File: config.mk
export PLATFORM = sky130hd
export DESIGN_NAME = reg_scoreboard
export DESIGN_NICKNAME = d
export VERILOG_FILES = /design/src/rtl/reg_scoreboard.sv
export SDC_FILE = /design/constraint.sdc
export NUM_CORES = 1
export LEC_CHECK = 0
export ABC_AREA = 0
export CAP_MARGIN = 20
export CORE_ASPECT_RATIO = 0.9
export CORE_MARGIN = 5
export CORE_UTILIZATION = 35
export DETAILED_ROUTE_END_ITERATION = 12
export DONT_BUFFER_PORTS = 1
export GPL_ROUTABILITY_DRIVEN = 0
export PLACE_DENSITY_LB_ADDON = 0.08
export SYNTH_ARGS = -nofsm -noshare
export SYNTH_HDL_FRONTEND = slang
export SYNTH_SLANG_ARGS = --single-unit
File: constraint.sdc
create_clock -name clk -period 5.05 [get_ports clk]
set_clock_uncertainty 0.1 [all_clocks]
set_input_delay 1.01 -clock clk [delete_from_list [all_inputs] [get_ports clk]]
set_output_delay 1.01 -clock clk [all_outputs]
set_load 0.05 [all_outputs]
File: src/rtl/reg_scoreboard.sv
// Register scoreboard: counts in-flight writes per architectural register and
// stalls decode when an instruction reads a register with an outstanding write,
// or would overflow that register's pending-write counter.
module reg_scoreboard #(
    parameter int unsigned NREG  = 16,
    parameter int unsigned CNT_W = 2
) (
    input  logic            clk,
    input  logic            rst,
    input  logic            issue_valid,
    input  logic            issue_wr,
    input  logic [3:0]      issue_dst,
    input  logic [3:0]      src1,
    input  logic            src1_used,
    input  logic [3:0]      src2,
    input  logic            src2_used,
    input  logic            wb_valid,
    input  logic [3:0]      wb_dst,
    input  logic            kill_valid,
    input  logic [3:0]      kill_dst,
    output logic            stall,
    output logic            issue_fire,
    output logic [NREG-1:0] pending,
    output logic            err
);

    localparam int unsigned IdW  = 4;
    localparam int unsigned SumW = CNT_W + 1;
    localparam logic [CNT_W-1:0] CntMax = '1;
    localparam logic [CNT_W-1:0] CntOne = CNT_W'(1);

    logic [CNT_W-1:0] cntQ [NREG];
    logic [CNT_W-1:0] cntD [NREG];
    logic [NREG-1:0]  pendingD;
    logic             underflow;

    logic hazard1;
    logic hazard2;
    logic structural;
    logic dstRetiring;

    // Returns {underflow, next count}; the arithmetic is one bit wider so that
    // an issue plus a retire never wraps, and an over-retire clamps to zero.
    function automatic logic [SumW-1:0] updCount(
        input logic [CNT_W-1:0] cur,
        input logic             inc,
        input logic             wbHit,
        input logic             killHit
    );
        logic [SumW-1:0] sum;
        logic [SumW-1:0] dec;
        sum = SumW'(cur) + SumW'(inc);
        dec = SumW'(wbHit) + SumW'(killHit);
        if (dec > sum) begin
            return {1'b1, {CNT_W{1'b0}}};
        end
        return {1'b0, CNT_W'(sum - dec)};
    endfunction

    // Read-after-write hazards; a last pending write retiring this cycle is
    // forwarded by the register file, so it does not stall.
    always_comb begin
        hazard1 = src1_used && (src1 != '0) && (cntQ[src1] != '0) &&
                  !(wb_valid && (wb_dst == src1) && (cntQ[src1] == CntOne));
        hazard2 = src2_used && (src2 != '0) && (cntQ[src2] != '0) &&
                  !(wb_valid && (wb_dst == src2) && (cntQ[src2] == CntOne));
    end

    // Counter-full stall, lifted when the same register frees a slot this cycle.
    always_comb begin
        dstRetiring = (wb_valid && (wb_dst == issue_dst)) ||
                      (kill_valid && (kill_dst == issue_dst));
        structural  = issue_wr && (issue_dst != '0) && (cntQ[issue_dst] == CntMax) &&
                      !dstRetiring;
    end

    // Decode handshake.
    always_comb begin
        stall      = issue_valid && (hazard1 || hazard2 || structural);
        issue_fire = issue_valid && !stall;
    end

    // Next counter values; register 0 is never tracked and ignores retires/kills.
    always_comb begin
        logic [SumW-1:0] upd;
        underflow   = 1'b0;
        pendingD    = '0;
        cntD[0]     = '0;
        upd         = '0;
        for (int unsigned r = 1; r < NREG; r++) begin
            upd = updCount(cntQ[r],
                           issue_fire && issue_wr && (issue_dst == IdW'(r)),
                           wb_valid && (wb_dst == IdW'(r)),
                           kill_valid && (kill_dst == IdW'(r)));
            cntD[r]     = upd[CNT_W-1:0];
            pendingD[r] = (upd[CNT_W-1:0] != '0);
            underflow   = underflow | upd[SumW-1];
        end
    end

    // Counter state, pending mirror and sticky error.
    always_ff @(posedge clk or posedge rst) begin
        if (rst) begin
            for (int unsigned r = 0; r < NREG; r++) begin
                cntQ[r] <= '0;
            end
            pending <= '0;
            err     <= 1'b0;
        end else begin
            for (int unsigned r = 0; r < NREG; r++) begin
                cntQ[r] <= cntD[r];
            end
            pending <= pendingD;
            err     <= err | underflow;
        end
    end

endmodule
# Word-level counts from Yosys, hierarchy flattened
# Cells that the tools add are included.
totals:
  input_bits: 28
  output_inout_bits: 19
  ff_bits: 46
  word_cells: 294
op_classes:
  reduce_logical: 90
  addsub: 45
  order_cmp: 18
  bitwise_logic: 18
  n_mux: 54
  eq_ne: 52
op_table:
  columns: ["cell", "n"]
  rows:
  - ["$eq A4 B4 Y1 const B", 24]
  - ["$mux W3", 30]
  - ["$logic_and A1 B1 Y1", 63]
  - ["$eq A4 B3 Y1 const B", 12]
  - ["$add A2 B1 Y3", 15]
  - ["$gt A2 B3 Y1", 15]
  - ["$reduce_bool A2 Y1", 17]
  - ["$add A1 B1 Y2", 15]
  - ["$sub A2 B2 Y2", 15]
  - ["$bmux W2 S4", 3]
  - ["$eq A4 B2 Y1 const B", 6]
  - ["$eq A4 B4 Y1", 4]
  - ["$ge A5 B5 Y1 const B", 3]
  - ["$mux W1", 15]
  - ["$not A4 Y5", 3]
  - ["$or A1 B1 Y1", 15]
  - ["$eq A4 B1 Y1 const B", 3]
  - ["$mux W2", 6]
  - ["$reduce_bool A4 Y1", 3]
  - ["$eq A2 B1 Y1 const B", 2]
  - ["$logic_not A1 Y1", 4]
  - ["$logic_or A1 B1 Y1", 3]
  - ["$eq A2 B2 Y1 const B", 1]

# Longest topological paths before layout
# Gate-level depths: netlist (run 1).
logic_depth:
  word_depth: 34
  depth_mapped: 18
  ltp_nobuf: 16

# Worst setup path before layout (run 1)
# Ideal clock, no wire load.
synth_path:
  path_type: "input -> register"
  start: "input src2[1]"
  end: "register err"
  cell_stages: 16
  setup_time_ns: 0.131
  arrival_time_ns: 4.445
  path_buffers: 2
  required_ns: 4.819
  setup_slack_ns: 0.374
  path_cell_list: "buf_6 -> mux4_1 -> mux2_2 -> o21ai_2 -> a31o_4 -> o22ai_4 -> buf_6 -> nor4_1 -> ha_1 -> ha_1 -> inv_1 -> ha_1 -> a21oi_1 -> a211oi_1 -> or4_1 -> or3_1"
synth_via:
  elab_chain_len: 34
  word_cells_on_any_way: 110
  classes_between: "add/sub: 15; order compare: 15; eq/ne: 2; mux: 33; bitwise: 16; reduce/logical: 29"
synth_rtl:
  columns: ["element", "line_no", "rtl"]
  rows:
  - ["start: declaration", "15", "input logic [3:0] src2,"]
  - ["$not A4 Y5 (implied by the code)", "65, 66", null]
  - ["$bmux W2 S4", "65, 66", null]
  - ["$mux W2 (implied by the code) (2 in a row)", "65, 66", null]
  - ["$eq A2 B1 Y1", "66", "!(wb_valid && (wb_dst == src2) && (cntQ[src2] == CntOne));"]
  - ["$logic_and A1 B1 Y1", "66", null]
  - ["$logic_not A1 Y1", "66", null]
  - ["$logic_and A1 B1 Y1 *", "65", "hazard2 = src2_used && (src2 != '0) && (cntQ[src2] != '0) &&"]
  - ["$logic_or A1 B1 Y1 * (2 in a row)", "79", "stall = issue_valid && (hazard1 || hazard2 || structural);"]
  - ["[4 not listed]", null, null]
  - ["$logic_and A1 B1 Y1", "92", "issue_fire && issue_wr && (issue_dst == IdW'(r)),"]
  - ["$add A2 B1 Y3", "52", "sum = SumW'(cur) + SumW'(inc);"]
  - ["$gt A2 B3 Y1", "54", "if (dec > sum) begin"]
  - ["$mux W1", "54", null]
  - ["$mux W3", "57", "return {1'b0, CNT_W'(sum - dec)};"]
  - ["$or A1 B1 Y1 (13 in a row)", "97", "underflow = underflow | upd[SumW-1];"]
  - ["$or A1 B1 Y1 *", "97", null]
  - ["$or A1 B1 Y1 *", "114", "err <= err | underflow;"]
  - ["end signal: assignment", "114", null]
  - ["end: declaration", "24", "output logic err"]
# Mark *: on every way between the ends. The rest lies on a longest branch, timed or not. The select of a mux whose other input is x is not followed.

# Worst setup path in the final report (run 1)
# Same ends and word-level chain as after synthesis.

==> results of run 1 <==
==> synth_stat cells (5+ instances only) <==
master,n
nand2_1,22
a21oi_1,29
nor2_1,73
ha_1,90
nor4_1,14
inv_1,68
nand3b_1,5
mux4_2,9
xnor2_1,7
nor3_1,9
a211oi_1,7
mux2_2,9
clkbuf_1,7
o22ai_1,5
nand3_1,7
nor3b_1,5
mux2i_1,13
buf_2,6
xor2_1,20
dfrtp_1,46
nand2b_1,9
or2_2,11
==> state kept, by name, indices dropped and copies added (netlist names) <==
| register | flops |
|---|---|
| pending | 15 |
| err | 1 |
| cntQ | 30 |
==> final cells by class <==
class / instances / share of cell area [%]
multi-input combinational: 397 / 64.06
timing repair buffer: 3 / 0.4404
clock buffer: 6 / 2.716
inverter: 68 / 4.991
tap: 168 / 4.111
sequential: 46 / 22.51
clock inverter: 2 / 1.174
==> power by group <==
part	internal, W	leakage [nW]	total [W]	switching [W]
sequential	0.000485	0.593	0.000817	0.000332
combinational	0.000340	1.72	0.000759	0.000419
clock	0.000297	0.0971	0.000452	0.000154
total	0.00112	2.41	0.00203	0.000905
==> metrics by stage <==
step | util [%] | instance area [µm²] | total power [W] | setup WS [ns] | cells
after floorplan | - | 4790 | 0.001382 | 0.3740 | 531
after global placement | 36.78 | 4915 | 0.001577 | 0.3265 | 682
after detailed placement | 36.78 | 4915 | 0.001589 | 0.2633 | 682
after CTS | 38.27 | 5114 | 0.002052 | 0.5608 | 690
after global routing | 38.27 | 5114 | 0.002182 | 0.3134 | 690
final | 38.27 | 5114 | 0.002028 | 0.5427 | 690
==> per-layer routing <==
metal	vias up	share of wire [%]	track usage [%]
li1	1837	-	-
met1	1746	46	24.45
met2	93	43	26.94
met3	11	8.6	4.892
met4	0	1.7	4.820
met5	-	0	0
==> worst paths after layout <==
path                       slack [ns]      from       end
min                              0.55       rst  cntQ[13]
max                              0.54   src2[1]       err
min in group clk                 0.70  cntQ[11]  cntQ[10]
max reg2reg                      0.79   cntQ[5]       err
max in group asynchronous        3.56       rst  cntQ[10]
min reg2reg                      0.70  cntQ[11]  cntQ[10]
==> kinds of logic (layout without fill, tap and decap cells) <==
group                    after synthesis  in the layout
AND/OR/NAND/NOR                      172            172
adder cells (fa/ha/maj)               90             90
buffers and inverters                 88             79
AO/OA/AOI/OAI                         72             72
flip-flops                            46             46
multiplexers                          35             35
XOR/XNOR                              27             27
other                                  1              1
==> results.json, run 1 <==
{
  "status": "complete, no violations",
  "cts_root_buf": "clkbuf_16",
  "vias_per_cell": 5.343,
  "drtIter0Drc": 221,
  "ys_seq_area_share_pct": 24.03,
  "synthesis.nets": 649,
  "regArea_um2": 1151,
  "muxShareOfSynthArea_pct": 11.26,
  "slew_headroom_pct": 58.38,
  "synthXorXnorAreaFrac_pct": 4.937,
  "cts_max_path_buffers": 2,
  "max_cap_violations": 0,
  "yosys.area.top_type": "dfrtp_1",
  "grt_start_max_net_pins": 25,
  "critPathMaxStageDelay_ns": 0.53,
  "post_cts_buffers": 0,
  "gr-total-overflow": 0,
  "wl_per_cell_um": 19.53,
  "reg2reg_depth": 15,
  "worst_slew_pin_slew_ns": 0.6162,
  "max-vdd-ir-drop_mv": 0.2033,
  "routed_wl_um": 13480,
  "antenna_found_initial": 0,
  "crit_chain": "mux4_1 > mux2_2 > o21ai_2 > a31o_4 > o22ai_4 > nor4_1 > ha_1 > ha_1 > inv_1 > ha_1 > nand2b_1 > a21oi_1 > a21boi_0 > a2111oi_0 > nand3_1 > or3_1",
  "hp-class": "input pin to async pin",
  "fillers": 1340,
  "drc_errors": 0,
  "grt_pass1_wl_um": 21670,
  "end_kind": "register",
  "power.leakage_nw": 2.412,
  "cts_tree": "yes",
  "nNetsFinal": 639,
  "synth_area_um2": 4790,
  "final_cell_mix": "ha_1 (90), nor2_1 (73), inv_1 (67)",
  "synth_edf_count": 0,
  "ys_seq_elements": 46,
  "synth_cell_types": 52,
  "die_area_um2": 16130,
  "worst-path-buf-inv": 1,
  "diodes": 0,
  "core_area_um2": 13360,
  "dr.pass1.iters": 4,
  "hold_viol_final": 0,
  "arrival_ns": 4.59,
  "avgSynthCellArea_um2": 9.020,
  "crit_top_cell": "ha_1",
  "rsz0062_at_grt": "no",
  "drive_gt1_share_pct": 9.770,
  "tns_ns": 0,
  "via_count": 3687,
  "cts_buffers": 5,
  "synth_top_family_by_area": "adder cells",
  "cp_num_cells": 16,
  "hold_slack_ns": 0.5454,
  "synth_top_cell_area_share_pct": 24.03,
  "dpl.hpwl_um": 11110,
  "clock_latency_ns": 0.31,
  "num_rows": 40,
  "fin_crit_ns": 4.507,
  "cts-resized-gates": 0,
  "setup_viol": 0,
  "period_share_pct": 89.25,
  "die_x_um": 133.3,
  "syn_to_final_growth_pct": 6.766,
  "powerDensity_nw_per_um2": 396.5,
  "slew_viol_final": 0,
  "design.portCount": 47,
  "ys.flop_type": "dfrtp_1",
  "crit_slowest_cell": "mux4_1",
  "synth_cells": 531,
  "die_h_um": 121.0,
  "grt_pass1_vias": 3745,
  "startpoint_type": "input pin",
  "initial_core_util_pct": 35.84,
  "synth_fa_ha_area_share_pct": 23.51,
  "grtUsageTotal_pct": 17.61,
  "cts.sinks": 46,
  "synth_compound_area_share_pct": 10.53,
  "crit_type": "input pin to register",
  "worstPathMaxFanout": 17,
  "mostFrequentLayoutCell": "ha_1",
  "synthSimpleGateAreaFrac_pct": 17.97,
  "cts.clk_slew.worst_paths_ns": 0.06,
  "io_buffers": 0,
  "multi_input_area_um2": 3276,
  "synthArstFlopShare_pct": 100.0,
  "hold_buffers": 0,
  "cpLargestDelayFamily": "compound AO/OA/AOI/OAI gates",
  "fmax_mhz": 221.9,
  "synth_warnings": 0,
  "required_ns": 5.13,
  "antenna_left": 0,
  "yosys-top-cells-area": "dfrtp_1 (24%), ha_1 (24%), nor2_1 (5.7%)",
  "ctsHtreeMaxLevel": 2
}
Power figures use the tool's default switching activity.
==> inputs of run 2 (changes only) <==
==> constraint.sdc (replaced) <==
create_clock -name clk -period 5.05 [get_ports clk]
set_clock_uncertainty 0.1 [all_clocks]
set_input_delay 0.2525 -clock clk [delete_from_list [all_inputs] [get_ports clk]]
set_output_delay 0.2525 -clock clk [all_outputs]
set_load 0.05 [all_outputs]
==> run 2 against run 1 <==
  * Register-to-register slack lost 0.33 ns
  * Non-clock buffer count decreased by 1
  * Largest power group unchanged
  * Final area fell by 0.73%
  * Critical endpoint unchanged
  * Sequential power decreased by 1%
  * Sequential share of layout area increased by 0.17 points
  * Via count rose by 2.0%
  * Die area did not move
  * Routed wire length is 0.50% higher
==> results.json, run 2 (synthesis gave the netlist of run 1 again) <==
{
  "top_register": "cntQ",
  "vias_per_cell": 5.457,
  "core_area_um2": 13360,
  "grt_pass1_vias": 3783,
  "cts-resized-gates": 0,
  "crit_top_cell": "ha_1",
  "wl_per_cell_um": 19.66,
  "hp-class": "input pin to register",
  "die_area_um2": 16130,
  "io_buffers": 0,
  "cts_buffers": 5,
  "crit_slowest_cell": "a2111oi_0",
  "hold_buffers": 1,
  "end_kind": "register",
  "post_cts_buffers": 0,
  "num_rows": 40,
  "timing.critical_path.to": "err",
  "nNetsFinal": 638,
  "rrSetupSlack_ns": 0.46,
  "fmax_mhz": 217.9,
  "power.leakage_nw": 2.386,
  "grt_start_max_net_pins": 47,
  "gr-total-overflow": 0,
  "pre_cts_ws_ns": 0.5437,
  "cp_num_cells": 15,
  "grtUsageTotal_pct": 17.44,
  "mostFrequentLayoutCell": "ha_1",
  "hold-path-cell-count": 5,
  "drive_gt1_share_pct": 9.213,
  "cts_max_path_buffers": 2,
  "syn_to_final_growth_pct": 5.982,
  "rsz0062_at_grt": "no",
  "design.portCount": 47,
  "hold_slack_ns": 0.4824,
  "drtIter0Drc": 258,
  "required_ns": 5.14,
  "design_power_total_w": 0.001956,
  "slew_viol_final": 0,
  "routed_wl_um": 13540,
  "initial_core_util_pct": 35.84,
  "cts_tree": "yes",
  "reg_top3": "cntQ: 30 flops, pending: 15 flops, err: 1 flops",
  "max_cap_violations": 0,
  "hold_viol_final": 0,
  "crit_type": "register to register",
  "ctsHtreeMaxLevel": 2,
  "final_cell_mix": "ha_1 (90), nor2_1 (73), inv_1 (67)",
  "status": "complete, no violations",
  "critPathMaxStageDelay_ns": 0.61,
  "startpoint_type": "register",
  "worst_slew_pin_slew_ns": 0.9933,
  "drc_errors": 0,
  "timing.rr.end": "err",
  "crit_chain": "mux2i_1 > mux4_1 > a31o_4 > o22ai_4 > nor4_1 > ha_1 > ha_1 > inv_1 > ha_1 > nand2b_1 > a21oi_1 > a21boi_0 > a2111oi_0 > nand3_1 > or3_1",
  "die_x_um": 133.3,
  "setup_slack_ns": 0.4597,
  "cts_root_buf": "clkbuf_16",
  "dr.pass1.iters": 6,
  "die_h_um": 121.0,
  "critPathLaunch": "cntQ[9]",
  "slew_headroom_pct": 33.49,
  "setup_viol": 0,
  "worstPathMaxFanout": 17,
  "reg2reg_depth": 15,
  "r2r_start": "cntQ[9]",
  "dpl.hpwl_um": 10990,
  "largest_reg_flops": 30,
  "clock_latency_ns": 0.30,
  "via_count": 3760,
  "antenna_found_initial": 0,
  "diodes": 0,
  "fin_crit_ns": 4.590,
  "antenna_left": 0,
  "grt_pass1_wl_um": 21660,
  "period_share_pct": 90.90,
  "min_from": "wb_dst[1]",
  "cts.sinks": 46,
  "arrival_ns": 4.68,
  "worst-path-buf-inv": 1,
  "cpLargestDelayFamily": "compound AO/OA/AOI/OAI gates",
  "powerDensity_nw_per_um2": 385.4,
  "tns_ns": 0,
  "max-vdd-ir-drop_mv": 0.1745,
  "cts.clk_slew.worst_paths_ns": 0.07
}
## run 2: area by class of cell
cell class / count / area (µm²)
Fill cell: 1383 / 8287
Multi-Input combinational cell: 397 / 3276
Sequential cell: 46 / 1151
Inverter: 68 / 255.2
Tap cell: 168 / 210.2
Clock buffer: 6 / 128.9
Clock inverter: 2 / 37.54
Timing Repair Buffer: 2 / 17.52
## run 2: report_power, final
part	switching [W]	internal (W)	total, W
combinational	0.000422	0.000337	0.000759
clock	0.000157	0.000234	0.000391
sequential	0.000322	0.000485	0.000806
total	0.000900	0.00106	0.00196
## run 2: per-layer routing
metal,vias up,GRT usage [%],wire (µm)
met4,0,4.820,214
met2,125,25.89,5739
li1,1842,-,-
met1,1777,24.99,6551
met5,-,0,0
met3,16,4.561,1038
## run 2: worst min-delay path by stage
stage	end
2_1_floorplan	cntQ[0]
3_3_place_gp	pending[9]
3_5_place_dp	cntQ[13]
4_1_cts	cntQ[22]
5_1_grt	cntQ[14]
6_report	cntQ[14]
## run 2: metrics by stage
stage               instance area [µm²]  instances  utilization [%]
floorplan                          4790        531                -
global placement                   4900        680            36.67
detailed placement                 4900        680            36.67
CTS                                5076        689            37.99
global route                       5076        689            37.99
finish                             5076        689            37.99
## run 2: worst reg2reg max path: cells and delay by family (launching register included)
family / cells / cell delay, ns
compound gates: 5 / 1.61
fa+ha+maj: 3 / 0.80
buf+inv: 1 / 0.04
flops: 1 / 0.49
mux: 2 / 0.63
simple gates: 4 / 0.80
==> inputs of run 3 (changes only) <==
ABC_AREA = 1   (was 0)
==> run 3 against run 2 <==
  * Non-clock buffer count did not move
  * First-iteration DRC count grew 44%
  * Combinational power down 6.5%
  * Register-to-register slack better by 0.11 ns
  * Sequential share of layout area is 1.1 points lower
  * Area after synthesis up 5.4%
  * Flip-flop and latch count unchanged
  * Critical endpoint unchanged
  * Highest routed layer unchanged
==> results.json, run 3 <==
{
  "critPathMaxStageDelay_ns": 0.89,
  "placed_cell_area_um2": 5142,
  "rrSetupSlack_ns": 0.57,
  "post_cts_buffers": 0,
  "status": "complete, no violations",
  "io_buffers": 0,
  "rsz0062_at_grt": "no",
  "syn_to_final_growth_pct": 5.825,
  "dr.pass1.iters": 6,
  "timing.critical_path.to": "err",
  "core_area_um2": 14110,
  "finish.instance_area_um2": 5341,
  "crit_top_cell": "nand2_1",
  "wl_per_cell_um": 16.83,
  "worst_slew_pin_slew_ns": 1.116,
  "synth_cell_types": 35,
  "synth_top_cells_by_count": "nand2_1 (203), inv_1 (130), nor2_1 (94), ha_1 (90), nand3_1 (48)",
  "crit_slowest_cell": "a2111oi_0",
  "fin_crit_ns": 4.479,
  "yosys-top-cells-area": "dfrtp_1 (23%), ha_1 (22%), nand2_1 (15%)",
  "drc_errors": 0,
  "hp-class": "input pin to async pin",
  "synthesis.nets": 864,
  "arrival_ns": 4.52,
  "fmax_mhz": 223.3,
  "slew_viol_final": 0,
  "tns_ns": 0,
  "synth_edf_count": 0,
  "cts_max_path_buffers": 2,
  "synth_warnings": 0,
  "cts-resized-gates": 0,
  "cts_root_buf": "clkbuf_16",
  "grt_pass1_wl_um": 24660,
  "largest_reg_flops": 30,
  "routed_wl_um": 15690,
  "antenna_left": 0,
  "ys_seq_area_share_pct": 22.81,
  "gr-total-overflow": 0,
  "synth_area_um2": 5047,
  "die_area_um2": 16930,
  "die_h_um": 123.9,
  "end_kind": "register",
  "vias_per_cell": 4.939,
  "max_cap_violations": 0,
  "cts_tree": "yes",
  "grt_start_max_net_pins": 47,
  "reg2reg_depth": 21,
  "initial_core_util_pct": 35.78,
  "r2r_start": "cntQ[24]",
  "drive_gt1_share_pct": 4.871,
  "cts_buffers": 5,
  "die_x_um": 136.6,
  "startpoint_type": "register",
  "ys_seq_elements": 46,
  "required_ns": 5.09,
  "ctsHtreeMaxLevel": 2,
  "max-vdd-ir-drop_mv": 0.2082,
  "avgSynthCellArea_um2": 6.766,
  "drtIter0Drc": 372,
  "grtUsageTotal_pct": 19.41,
  "dpl.hpwl_um": 12890,
  "cts.sinks": 46,
  "setup_viol": 0,
  "cts.clk_slew.worst_paths_ns": 0.07,
  "synth_cells": 746,
  "powerDensity_nw_per_um2": 351.7,
  "critPathLaunch": "cntQ[24]",
  "antenna_found_initial": 0,
  "hold_viol_final": 0,
  "ys.flop_type": "dfrtp_1",
  "synthArstFlopShare_pct": 100.0,
  "diodes": 0,
  "crit_type": "register to register",
  "top_register": "cntQ",
  "slew_headroom_pct": 23.65,
  "grt_pass1_vias": 4504,
  "synth_top_cell_area_share_pct": 22.81,
  "worstPathMaxFanout": 15,
  "num_rows": 41,
  "design_power_total_w": 0.001878,
  "final_cell_mix": "nand2_1 (203), inv_1 (129), nor2_1 (94)",
  "dp_cells": 922,
  "mostFrequentLayoutCell": "nand2_1",
  "reg_top3": "cntQ: 30 flops, pending: 15 flops, err: 1 flops",
  "power.leakage_nw": 2.896,
  "yosys.area.top_type": "dfrtp_1",
  "crit_chain": "inv_1 > nor2_1 > o21ai_0 > nand2_1 > nor2_1 > nand2_1 > nand3_1 > nand2_2 > nor2_4 > nand3_4 > nor2_4 > ha_1 > ha_1 > inv_1 > ha_1 > a21oi_1 > nor2_1 > nand2_1 > nand4_1 > a2111oi_0 > nand2_1",
  "timing.rr.end": "err",
  "hold_buffers": 0,
  "design.portCount": 47,
  "nNetsFinal": 856,
  "via_count": 4603,
  "final_cells": 932,
  "period_share_pct": 88.69,
  "clock_latency_ns": 0.31,
  "yosysMostFrequentCell": "nand2_1"
}
[run 3: cell count changes after synthesis, sizes merged, moves of 10 or more]
cell   delta
mux2i    -13
xor2     -19
nor2     +34
xnor2    +10
inv      +69
nor4     -14
mux4     -13
nand2   +183
o21ai    +24
nand3    +43
[run 3: worst min-delay path by stage]
stage,to,slack [ns],cells past startpoint
CTS,cntQ[5],0.03,1
finish,cntQ[5],0.30,2
floorplan,cntQ[0],0.45,1
global placement,pending[13],0.35,1
global route,cntQ[5],0.34,2
detailed placement,cntQ[4],0.37,1
[run 3: layout make-up]
| class | count | area [µm²] |
|---|---|---|
| Clock inverter | 3 | 43.79 |
| Fill cell | 1516 | 8766 |
| Tap cell | 193 | 241.5 |
| Timing Repair Buffer | 2 | 30.03 |
| Clock buffer | 5 | 125.1 |
| Sequential cell | 46 | 1151 |
| Multi-Input combinational cell | 546 | 3236 |
| Inverter | 137 | 514.2 |
[run 3: report_power, final]
group          switching (W)  total [W]  internal, W
Clock               0.000162   0.000397     0.000235
Sequential          0.000298   0.000771     0.000473
Combinational       0.000445   0.000710     0.000265
Total               0.000905    0.00188     0.000973
[run 3: critical path: cells and delay by family, from the launching register on]
family | cells | cell delay [ns]
AOI/OAI and AO/OA | 3 | 1.28
buffers and inverters | 2 | 0.22
adders and majority gates | 3 | 0.64
and+or+nand+nor | 13 | 1.66
DFF | 1 | 0.40
[run 3: per-stage QoR]
step / hold slack, ns / utilization [%] / setup slack (ns)
global route: 0.3395 / 37.86 / 0.3981
CTS: 0.03228 / 37.65 / 0.5716
detailed placement: 0.3656 / 36.45 / 0.4839
floorplan: 0.4465 / - / 1.863
global placement: 0.3523 / 36.45 / 0.6071
finish: 0.2955 / 37.86 / 0.5710
[run 3: logic make-up (layout without fill, tap and decap cells)]
group	count (synthesis)	in the layout	share of synthesized area (%)
flops	46	46	22.81
fa+ha+maj	90	90	22.31
buf+inv	154	147	13.09
other cells	1	1	0.07430
simple gates	373	373	31.56
xor+xnor	18	18	3.123
compound gates	64	64	7.040
[run 3: metal layers]
metal / part of all wire [%] / up-vias / global-route usage (%) / wire (µm)
met5: 0 / - / 0 / 0
met4: 3.2 / 0 / 7.494 / 504
met3: 7.7 / 33 / 4.847 / 1211
met2: 42 / 152 / 29.28 / 6626
met1: 47 / 2117 / 26.67 / 7347
li1: - / 2301 / - / -
